### src/rtl/neural_layer_sequencer.sv
// ---------------------------------------------------------------------------
// neural_layer_sequencer
//
// Purpose:
//   Runs one load/evaluate sequence on a neural unit bank:
//     1. Streams four 8-bit weights into bank addresses 0..3.
//     2. Waits SETTLE_CYCLES idle cycles.
//     3. Pulses sumTrigger.
//     4. Waits for a rising edge of layerDone, then captures layerOut.
//   If no edge arrives within TIMEOUT_CYCLES, the sequence is abandoned
//   and a sticky timeout flag is raised.
//
// Parameters:
//   SETTLE_CYCLES  (1..15)  idle cycles between the last write and sumTrigger
//   TIMEOUT_CYCLES (1..255) maximum wait for a layerDone rising edge
//
// Ports:
//   clk, rst_n          clock and synchronous active-low reset
//   start, mode_sel     sequence request and layer select (sampled in IDLE)
//   w_data, w_valid     weight stream in
//   w_ready             weight stream ready (high only while loading)
//   weight, address     bank write data and address (hold value between writes)
//   write               one-cycle bank write strobe
//   sumTrigger          one-cycle summation trigger
//   layer_Sel           layer select captured at start
//   layerOut, layerDone unit result and its valid
//   result              last captured layerOut
//   result_valid        one-cycle pulse when a new result is available
//   busy                high whenever the sequencer is not idle
//   timeout_err         sticky; cleared by the next accepted start
// ---------------------------------------------------------------------------
module neural_layer_sequencer #(
    parameter int SETTLE_CYCLES  = 2,
    parameter int TIMEOUT_CYCLES = 255
) (
    input  logic        clk,
    input  logic        rst_n,
    input  logic        start,
    input  logic        mode_sel,
    input  logic [7:0]  w_data,
    input  logic        w_valid,
    output logic        w_ready,
    output logic [7:0]  weight,
    output logic [1:0]  address,
    output logic        write,
    output logic        sumTrigger,
    output logic        layer_Sel,
    input  logic [31:0] layerOut,
    input  logic        layerDone,
    output logic [31:0] result,
    output logic        result_valid,
    output logic        busy,
    output logic        timeout_err
);

    localparam logic [2:0] S_IDLE    = 3'd0;
    localparam logic [2:0] S_LOAD    = 3'd1;
    localparam logic [2:0] S_SETTLE  = 3'd2;
    localparam logic [2:0] S_TRIGGER = 3'd3;
    localparam logic [2:0] S_WAIT    = 3'd4;
    localparam logic [2:0] S_DONE    = 3'd5;

    logic [2:0]  state_q,   state_d;
    logic [1:0]  wcnt_q,    wcnt_d;
    logic [3:0]  scnt_q,    scnt_d;
    logic [7:0]  tcnt_q,    tcnt_d;
    logic [7:0]  weight_q,  weight_d;
    logic [1:0]  address_q, address_d;
    logic        write_q,   write_d;
    logic        lsel_q,    lsel_d;
    logic [31:0] result_q,  result_d;
    logic        rvalid_q,  rvalid_d;
    logic        terr_q,    terr_d;
    logic        done_prev_q;
    logic        done_edge;

    // Only a fresh 0->1 transition completes WAIT_DONE; a level left high
    // from an earlier evaluation never does.
    assign done_edge = layerDone & ~done_prev_q;

    always_comb begin
        state_d   = state_q;
        wcnt_d    = wcnt_q;
        scnt_d    = scnt_q;
        tcnt_d    = tcnt_q;
        weight_d  = weight_q;
        address_d = address_q;
        write_d   = 1'b0;
        lsel_d    = lsel_q;
        result_d  = result_q;
        rvalid_d  = 1'b0;
        terr_d    = terr_q;

        case (state_q)
            S_IDLE: begin
                if (start) begin
                    state_d = S_LOAD;
                    lsel_d  = mode_sel;
                    terr_d  = 1'b0;
                    wcnt_d  = 2'd0;
                end
            end
            S_LOAD: begin
                if (w_valid) begin
                    weight_d  = w_data;
                    address_d = wcnt_q;
                    write_d   = 1'b1;
                    wcnt_d    = wcnt_q + 2'd1;
                    if (wcnt_q == 2'd3) begin
                        state_d = S_SETTLE;
                        scnt_d  = 4'd0;
                    end
                end
            end
            S_SETTLE: begin
                // The first SETTLE cycle carries the final write pulse, so the
                // count runs to SETTLE_CYCLES to give that many idle cycles.
                if (scnt_q == 4'(SETTLE_CYCLES)) begin
                    state_d = S_TRIGGER;
                end else begin
                    scnt_d = scnt_q + 4'd1;
                end
            end
            S_TRIGGER: begin
                state_d = S_WAIT;
                tcnt_d  = 8'd0;
            end
            S_WAIT: begin
                // Edge is tested first so it wins over a coincident timeout.
                if (done_edge) begin
                    result_d = layerOut;
                    state_d  = S_DONE;
                end else if (tcnt_q == 8'(TIMEOUT_CYCLES - 1)) begin
                    terr_d  = 1'b1;
                    state_d = S_IDLE;
                end else begin
                    tcnt_d = tcnt_q + 8'd1;
                end
            end
            S_DONE: begin
                rvalid_d = 1'b1;
                state_d  = S_IDLE;
            end
            default: state_d = S_IDLE;
        endcase
    end

    always_ff @(posedge clk) begin
        if (!rst_n) begin
            state_q     <= S_IDLE;
            wcnt_q      <= 2'd0;
            scnt_q      <= 4'd0;
            tcnt_q      <= 8'd0;
            weight_q    <= 8'd0;
            address_q   <= 2'd0;
            write_q     <= 1'b0;
            lsel_q      <= 1'b0;
            result_q    <= 32'd0;
            rvalid_q    <= 1'b0;
            terr_q      <= 1'b0;
            done_prev_q <= 1'b0;
        end else begin
            state_q     <= state_d;
            wcnt_q      <= wcnt_d;
            scnt_q      <= scnt_d;
            tcnt_q      <= tcnt_d;
            weight_q    <= weight_d;
            address_q   <= address_d;
            write_q     <= write_d;
            lsel_q      <= lsel_d;
            result_q    <= result_d;
            rvalid_q    <= rvalid_d;
            terr_q      <= terr_d;
            done_prev_q <= layerDone;
        end
    end

    assign w_ready      = (state_q == S_LOAD);
    assign sumTrigger   = (state_q == S_TRIGGER);
    assign busy         = (state_q != S_IDLE);
    assign weight       = weight_q;
    assign address      = address_q;
    assign write        = write_q;
    assign layer_Sel    = lsel_q;
    assign result       = result_q;
    assign result_valid = rvalid_q;
    assign timeout_err  = terr_q;

endmodule

### config.mk
export PLATFORM = sky130hd
export DESIGN_NAME = neural_layer_sequencer
export DESIGN_NICKNAME = d
export VERILOG_FILES = /design/src/rtl/neural_layer_sequencer.sv
export SDC_FILE = /design/constraint.sdc
export NUM_CORES = 1
export LEC_CHECK = 0
export CAP_MARGIN = 5
export CORE_UTILIZATION = 48
export DETAILED_ROUTE_END_ITERATION = 8
export PLACE_DENSITY = 0.85
export SETUP_SLACK_MARGIN = 0.05
export SKIP_LAST_GASP = 1
export SLEW_MARGIN = 20
export SYNTH_ARGS = -nofsm -noshare
export SYNTH_HDL_FRONTEND = slang
export SYNTH_SLANG_ARGS = --single-unit
export TNS_END_PERCENT = 30
### constraint.sdc
create_clock -name clk -period 4.3 [get_ports clk]
set_input_delay 0.86 -clock clk [delete_from_list [all_inputs] [get_ports clk]]
set_output_delay 0.86 -clock clk [all_outputs]
set_load 0.05 [all_outputs]
==> run_results.csv, run 1 <==
group,metric,value,unit
status,outcome,"completed",
placed_design,dp_hpwl,4320,um
finish,antenna_cells,0,
clock_network,cts_buffers,9,
detailed_routing,drtAntennaViolNets,0,
yosys,yosysSeqAreaShare,0.475,
critical_path,r2r_setup_slack,2.22,ns
clock_network,cts.path.max_buffers,2,
min_path,hold_end,"result[27]",
floorplan,die_h,76.9,um
pwr,p_total,1.31,mW
detailed_routing,drt-total-wl,6320,um
yosys,synthArstFlopShare,0,
yosys,synth_simple_gate_area_share,0.249,
yosys,yosys_warnings,0,
yosys,synthFlopType,"dfxtp_1",
job,max_cap_viol_count,0,
detailed_routing,drt_iter0_drc,113,
placed_design,place_congestion,0.771,
sta,slew_violations,0,
global_routing,overflow,0,
detailed_routing,vias,2403,
pwr,ir_drop,0.000280,V
critical_path,slowest_stage,"clkdlybuf4s50_1",
yosys,synth-compound-area-share,0.188,
finish,nets,448,
placed_design,port_buffers,94,
min_path,min_path_cells,2,
yosys,synth_xor_area_frac,0.00325,
pwr,p_per_area,339,nW/um2
sta,slew_headroom,0.362,
critical_path,worstPathRequired,3.44,ns
clock_network,post_cts_resized,0,
critical_path,r2r_start,"tcnt_q[0]",
floorplan,rows,26,
clock_network,root_buffer,"clkbuf_8",
finish,final_util,0.735,
floorplan,fp.coreArea,5270,um2
pwr,p_leak,1.35,nW
detailed_routing,dr.pass1.iters,4,
finish,area_delta_synth_final,43.7,%
critical_path,reg2reg_to,"tcnt_q[5]",
detailed_routing,route.detailed.drc,0,
sta,max_freq,329,MHz
finish,drive_gt1_frac,0.0622,
clock_network,post_cts_buffers,0,
yosys,synth_fa_ha_area_frac,0.0232,
clock_network,cts_hold_buf,0,
clock_network,cts_tree,"done",
critical_path,path_cells,"nor3b_2 -> clkdlybuf4s50_1",
detailed_routing,wire_per_inst,13.4,um
sta,fin_setup_tns,0,ns
critical_path,critPathKind,"reg2out",
yosys,syn_nets,360,
floorplan,start_util,0.511,
floorplan,die_area,5920,um2
sta,min_period_over_period,0.707,
critical_path,crit_family,"buffers and inverters",
clock_network,clock-sinks,64,
yosys,synth.distinct_cells,43,
clock_network,htree_levels,3,
yosys,synth.area.mux_share,0.0116,
critical_path,path_buf_inv,1,
sta,hold_viol,0,
yosys,synth_top_family_by_area,"simple AND/OR/NAND/NOR gates",
floorplan,die_x,76.9,um
placed_design,dp_cells,456,
clock_network,clk_pin_slew,0.07,ns
yosys,ys_ff_latch,64,
global_routing,grt_pass1_wl,10600,um
global_routing,antenna_found_initial,0,
detailed_routing,via_per_inst,5.09,
yosys,syn_inst,309,
yosys,synth_edf_count,0,
sta,setup_violations,0,
critical_path,start_kind,"flip-flop",
sta,clock_skew,0.00700,ns
global_routing,grt_pass1_vias,2289,
floorplan,io_pins,95,
critical_path,endpoint_kind,"output port",
sta,rsz0062_at_grt,"no",
global_routing,track_usage,0.228,
sta,holdWs,0.453,ns
finish,instances_no_fill,472,
critical_path,slowest_delay,0.88,ns
sta,tightest_slew,0.953,ns
yosys,synth.avg_cell_area,8.72,um2
min_path,min_path_type,"reg2reg",
yosys,netlist_area,2700,um2
global_routing,grt_start_max_net_pins,33,
min_path,hold_start,"result[27]",
sta,min_period,3.04,ns
clock_network,clock_latency,0.34,ns
critical_path,cp_data_arrival_time,2.18,ns
critical_path,worst-path-max-fanout,11,
critical_path,reg2reg_depth,6,
kinds of logic (layout without fill, tap and decap cells):
family | count (synthesis) | in the layout
buf+inv | 26 | 119
simple gates | 138 | 138
compound gates | 72 | 72
mux | 3 | 3
flops | 64 | 64
fa+ha+maj | 5 | 5
xor+xnor | 1 | 1
worst register-to-register path, stage by stage, from the launching register on:
cell and delay, ns:
dfxtp_1 0.44, inv_1 0.07, ha_1 0.19, and3_1 0.20, and3_1 0.34, nor4_1 0.37, mux2_1 0.35
worst max path at each step:
stage                     slack, ns        end  cells after the start  startpoint
after floorplan                2.21  scnt_q[3]                      5  state_q[0]
after global placement         1.63  tcnt_q[5]                      4       rst_n
after detailed placement       1.56  tcnt_q[5]                      5   layerDone
after CTS                      1.27    w_ready                      2  state_q[0]
after global routing           1.23    w_ready                      2  state_q[0]
final                          1.26    w_ready                      2  state_q[0]
synth_stat cells, types with 3 or more instances:
cell type	instances	area [um2]
a21boi_0	38	285
nor2b_1	5	31.3
and2_1	4	25.0
o31ai_1	5	37.5
buf_2	4	20.0
a21boi_1	9	67.6
or4_1	7	52.6
dfxtp_1	64	1280
a21oi_1	9	45.0
buf_6	3	33.8
o21ai_0	4	20.0
nand3_1	6	30.0
clkbuf_1	12	45.0
and3_1	3	18.8
inv_1	4	15.0
nor2_1	5	18.8
nand2_1	90	338
ha_1	5	62.6
power by group:
group	internal, mW	total (mW)	leakage [nW]	switching [mW]
sequential	0.599	0.604	0.517	0.00518
combinational	0.0610	0.112	0.717	0.0513
clock	0.375	0.596	0.117	0.222
total	1.03	1.31	1.35	0.278
metal layers:
metal	part of all wire	GRT usage	up-vias
met3	0.083	0.0940	15
li1	-	-	1221
met4	0.020	0.0942	0
met1	0.44	0.268	1078
met5	0	0	-
met2	0.46	0.363	89
cell usage in the layout, fill, tap and decap left out, types with 6 or more instances in the layout:
| master | n |
|---|---|
| a21boi_1 | 9 |
| nand3_1 | 6 |
| a21boi_0 | 38 |
| clkdlybuf4s50_1 | 94 |
| dfxtp_1 | 64 |
| nand2_1 | 90 |
| a21oi_1 | 9 |
| or4_1 | 7 |
| clkbuf_8 | 12 |
metrics by stage:
stage | area [um2] | setup WS [ns]
after floorplan | 2700 | 2.21
after global placement | 3640 | 1.63
after detailed placement | 3640 | 1.56
after CTS | 3870 | 1.27
after global routing | 3870 | 1.23
final | 3870 | 1.26
sequential cells by signal, summed over array words and instances (netlist names):
name	flops
result	32
tcnt_q	8
weight	8
scnt_q	4
state_q	3
address	2
wcnt_q	2
done_prev_q	1
layer_Sel	1
result_valid	1
timeout_err	1
write	1
area by class of cell:
cell class	count	area (um2)
Fill cell	420	1400
Sequential cell	64	1280
Multi-Input combinational cell	219	1280
Timing Repair Buffer	98	971
Clock buffer	14	173
Tap cell	70	87.6
Clock inverter	2	60.1
Inverter	5	18.8
(Power assumes the default switching activity.)
==> run 2, diff against run 1 <==
CORE_UTILIZATION = 45   (was 48)
PLACE_DENSITY = 0.8   (was 0.85)
clock period = 2.9 ns   (was 4.3 ns; I/O delays follow)
==> run 2 against run 1 <==
  * Power grew 59%
  * Clock-buffer cell count shrank 4
  * Sequential share of layout area shrank 0.44 points
  * Clock skew grew 0.0012 ns
  * Sequential cell count is the same
  * Via count shrank 1.1%
  * Combinational power grew 48%
  * Worst hold slack lost 0.00061 ns
  * Cell area grew 1.4%
  * First-iteration DRC count shrank 2.7%
  * Wire length shrank 2.6%
  * Sequential power grew 48%
==> run_results.csv, run 2 (synthesis results as in run 1) <==
group,metric,value,unit
finish,final_cell_mix,"94 x clkdlybuf4s50_1, 90 x nand2_1, 64 x dfxtp_1",
clock_network,cts.path.max_buffers,2,
min_path,min_path_cells,2,
job,max_cap_viol_count,0,
finish,drive_gt1_frac,0.0718,
clock_network,clk_pin_slew,0.07,ns
sta,max_freq,371,MHz
min_path,min_path_type,"reg2reg",
floorplan,die_x,79.4,um
placed_design,dp_hpwl,4270,um
detailed_routing,vias,2377,
detailed_routing,drtAntennaViolNets,0,
placed_design,port_buffers,94,
clock_network,clock-sinks,64,
floorplan,die_area,6300,um2
pwr,p_per_area,531,nW/um2
global_routing,track_usage,0.206,
clock_network,htree_levels,3,
min_path,hold_end,"weight[7]",
finish,final_common_cell,"clkdlybuf4s50_1",
critical_path,slowest_delay,0.87,ns
floorplan,io_pins,95,
critical_path,critPathKind,"reg2out",
clock_network,cts_buffers,9,
pwr,p_total,2.08,mW
pwr,ir_drop,0.000443,V
global_routing,grt_pass1_wl,10000,um
finish,multi_input_area,1280,um2
floorplan,rows,27,
floorplan,die_h,79.4,um
sta,fin_setup_tns,0,ns
status,outcome,"completed",
clock_network,cts_hold_buf,0,
sta,min_period,2.69,ns
finish,antenna_cells,0,
finish,register_area,1280,um2
critical_path,crit_cells,2,
global_routing,antenna_found_initial,0,
detailed_routing,route.detailed.drc,0,
critical_path,slowest_stage,"clkdlybuf4s50_1",
critical_path,r2r_start,"tcnt_q[0]",
clock_network,cts_tree,"done",
critical_path,reg2reg_to,"tcnt_q[5]",
pwr,p_leak,1.38,nW
critical_path,endpoint_kind,"output port",
critical_path,r2r_setup_slack,0.88,ns
global_routing,grt_start_max_net_pins,33,
clock_network,post_cts_resized,0,
sta,hold_viol,0,
critical_path,path_cells,"nor3b_2 -> clkdlybuf4s50_1",
sta,slew_headroom,0.638,
sta,rsz0062_at_grt,"no",
clock_network,post_cts_buffers,0,
finish,area_delta_synth_final,45.6,%
finish,nets,450,
sta,setup_violations,0,
critical_path,cp_data_arrival_time,2.11,ns
clock_network,clock_latency,0.35,ns
critical_path,worstPathRequired,2.32,ns
sta,slew_violations,0,
finish,n_fill_cell,456,
critical_path,start_kind,"flip-flop",
detailed_routing,dr.pass1.iters,4,
detailed_routing,wire_per_inst,12.9,um
placed_design,place_congestion,0.777,
global_routing,grt_pass1_vias,2192,
sta,min_period_over_period,0.928,
floorplan,start_util,0.478,
floorplan,fp.coreArea,5640,um2
finish,largest_reg_flops,32,
critical_path,crit_family,"buffers and inverters",
sta,tightest_slew,0.541,ns
sta,clock_skew,0.00815,ns
detailed_routing,via_per_inst,4.99,
critical_path,reg2reg_depth,6,
detailed_routing,drt_iter0_drc,110,
clock_network,root_buffer,"clkbuf_8",
global_routing,overflow,0,
min_path,hold_start,"weight[7]",
critical_path,worst-path-max-fanout,11,
critical_path,path_buf_inv,1,
detailed_routing,drt-total-wl,6160,um
run 2: changes by cell type in the layout (fill, tap and decap cells not counted), sizes merged:
| cell | previous run | this run |
|---|---|---|
| clkbuf | 14 | 10 |
| buf | 4 | 6 |
| clkinv | 0 | 2 |
| bufinv | 2 | 4 |
run 2: area by class of cell:
cell class / count / share of cell area
Inverter: 5 / 0.00478
Clock inverter: 6 / 0.0332
Clock buffer: 10 / 0.0351
Sequential cell: 64 / 0.326
Timing Repair Buffer: 100 / 0.251
Tap cell: 72 / 0.0230
Multi-Input combinational cell: 219 / 0.326
run 2: stage by stage:
stage,cell area (um2),worst slack (ns),hold WS (ns),instances,utilization
CTS,3930,0.222,0.455,476,0.696
global route,3930,0.107,0.473,476,0.696
global placement,3660,0.643,0.440,460,0.648
floorplan,2700,0.815,0.448,309,-
finish,3930,0.208,0.452,476,0.696
detailed placement,3660,0.622,0.444,460,0.648
run 2: worst max-delay path by stage:
stage / startpoint / to
after floorplan: state_q[0] / scnt_q[3]
after global placement: state_q[0] / w_ready
after detailed placement: state_q[0] / w_ready
after CTS: state_q[0] / w_ready
final: state_q[0] / w_ready
after global routing: state_q[0] / w_ready
run 2: report_power, final:
group / switching [mW] / internal, mW
Sequential: 0.00762 / 0.888
Clock: 0.344 / 0.678
Combinational: 0.0753 / 0.0908
Total: 0.427 / 1.66
run 2: routing by layer:
layer,wire (um),track usage,up-vias
li1,-,-,1229
met1,2740,0.237,1065
met2,2840,0.344,74
met3,474,0.0754,9
met4,103,0.0818,0
met5,0,0,-
run 2: tightest hold or removal path, cell delays in order, from the launching register on:
cell,delay (ns)
dfxtp_1,0.31
nand2_1,0.05
a21boi_1,0.05
==> run 3, diff against run 2 <==
CORE_UTILIZATION = 50   (was 45)
DONT_BUFFER_PORTS = 1   (was not set)
PLACE_DENSITY = not set   (was 0.8)
==> run 3 against run 2 <==
  * Non-clock buffer count shrank 96
  * Sequential cell count stayed put
  * Combinational power shrank 68%
  * Critical endpoint is now tcnt_q[5]
  * Die area fell by 9.8%
  * Via count shrank 16%
  * Highest routed layer unchanged
  * Power is 18% lower
==> run_results.csv, run 3 (synthesis results as in run 1) <==
group,metric,value,unit
pwr,power.internal,1.31,mW
finish,multi_input_area,1290,um2
floorplan,fp.coreArea,5140,um2
pwr,switching_share,0.231,
status,outcome,"completed",
pwr,ir_drop,0.000318,V
finish,largest_reg_flops,32,
sta,rsz0062_at_grt,"no",
critical_path,worst-path-max-fanout,15,
clock_network,clock_latency,0.33,ns
finish,final_cell_mix,"90 x nand2_1, 64 x dfxtp_1, 38 x a21boi_0",
finish,register_area,1280,um2
clock_network,cts_tree,"done",
global_routing,grt_start_max_net_pins,60,
critical_path,endpoint_kind,"flip-flop",
floorplan,start_util,0.524,
sta,min_period,2.21,ns
floorplan,rows,26,
finish,n_fill_cell,523,
finish,instances_no_fill,378,
sta,slew_headroom,0.376,
clock_network,clock-sinks,64,
pwr,seq_power_share,0.539,
sta,setup_violations,0,
placed_design,dp_cells,362,
critical_path,worstPathRequired,3.11,ns
floorplan,die_area,5690,um2
critical_path,slowest_stage,"a21oi_1",
critical_path,path_cells,"nand3b_1 -> inv_2 -> a21oi_1 -> nor4_1 -> mux2_1",
clock_network,cts_hold_buf,0,
sta,tightest_slew,0.936,ns
detailed_routing,via_per_inst,5.27,
critical_path,reg2reg_to,"tcnt_q[5]",
sta,min_period_over_period,0.761,
sta,clock_skew,0.0108,ns
finish,drive_gt1_frac,0.0844,
detailed_routing,vias,1992,
min_path,hold_start,"layerDone",
sta,hold_viol,0,
pwr,power_frac_comb,0.032,
detailed_routing,drt_iter0_drc,107,
clock_network,clk_pin_slew,0.07,ns
floorplan,io_pins,95,
detailed_routing,route.detailed.drc,0,
sta,max_freq,453,MHz
sta,setup_slack,0.693,ns
finish,fin_area,2890,um2
job,max_cap_viol_count,0,
detailed_routing,drtAntennaViolNets,0,
placed_design,place_area,2710,um2
clock_network,post_cts_buffers,0,
placed_design,place_congestion,0.771,
finish,area_delta_synth_final,7.38,%
placed_design,dp_slack,0.710,ns
critical_path,r2r_setup_slack,0.69,ns
finish,final_common_cell,"nand2_1",
pwr,p_leak,0.989,nW
critical_path,critPathLaunch,"state_q[2]",
critical_path,start_kind,"flip-flop",
detailed_routing,drt-total-wl,5310,um
finish,nets,354,
min_path,min_path_type,"in2reg",
critical_path,r2r_start,"state_q[2]",
sta,fin_setup_tns,0,ns
pwr,clockPowerShare,0.429,
critical_path,slowest_delay,0.75,ns
clock_network,cts.path.max_buffers,2,
sta,slew_violations,0,
placed_design,port_buffers,0,
finish,final_util,0.563,
critical_path,reg2reg_depth,5,
critical_path,cp_data_arrival_time,2.42,ns
finish,antenna_cells,0,
clock_network,htree_levels,3,
detailed_routing,dr.pass1.iters,4,
global_routing,grt_pass1_vias,1722,
clock_network,cts_buffers,9,
critical_path,cp-endpoint,"tcnt_q[5]",
global_routing,overflow,0,
detailed_routing,wire_per_inst,14.1,um
pwr,p_sw,0.394,mW
critical_path,critPathKind,"reg2reg",
clock_network,root_buffer,"clkbuf_8",
floorplan,die_h,75.4,um
global_routing,track_usage,0.184,
global_routing,antenna_found_initial,0,
placed_design,dp_hpwl,3470,um
clock_network,post_cts_resized,0,
floorplan,die_x,75.4,um
pwr,p_per_area,589,nW/um2
global_routing,grt_pass1_wl,7790,um
run 3: per-stage QoR:
step	hold WS [ns]	total power, mW
global route	0.363	1.76
global placement	0.469	0.994
CTS	0.361	1.73
detailed placement	0.480	0.994
floorplan	0.448	0.991
finish	0.379	1.70
run 3: power groups by stage:
stage | combinational, mW | sequential, mW | clock, mW
floorplan | 0.0560 | 0.935 | 0
global placement | 0.0540 | 0.940 | 0
detailed placement | 0.0546 | 0.940 | 0
CTS | 0.0547 | 0.919 | 0.752
global route | 0.0594 | 0.921 | 0.785
finish | 0.0537 | 0.919 | 0.731
run 3: worst min-delay path by stage:
stage	end	slack [ns]	cells past startpoint
after floorplan	tcnt_q[7]	0.45	2
after global placement	scnt_q[3]	0.47	2
after detailed placement	address[1]	0.48	2
after CTS	state_q[0]	0.36	1
after global routing	state_q[0]	0.36	1
final	done_prev_q	0.38	1
run 3: layout make-up:
class	count	share of cell area
clock buffers	11	0.0454
clock inverters	5	0.0199
inverters	5	0.00649
multi-input cells	219	0.445
flip-flops and latches	64	0.443
well taps	70	0.0303
repair buffers	4	0.0104
run 3: metal layers:
layer  track usage  up-vias  share of wire
met4        0.0905        0          0.016
li1              -     1036              -
met1         0.225      886           0.45
met5             0        -              0
met2         0.290       58           0.45
met3        0.0622       12          0.077
run 3: critical path: cells and delay by family, from the launching register on:
kind,cells,cell delay (ns)
simple gates,2,0.33
buf+inv,1,0.15
flops,1,0.53
compound gates,1,0.75
mux,1,0.34
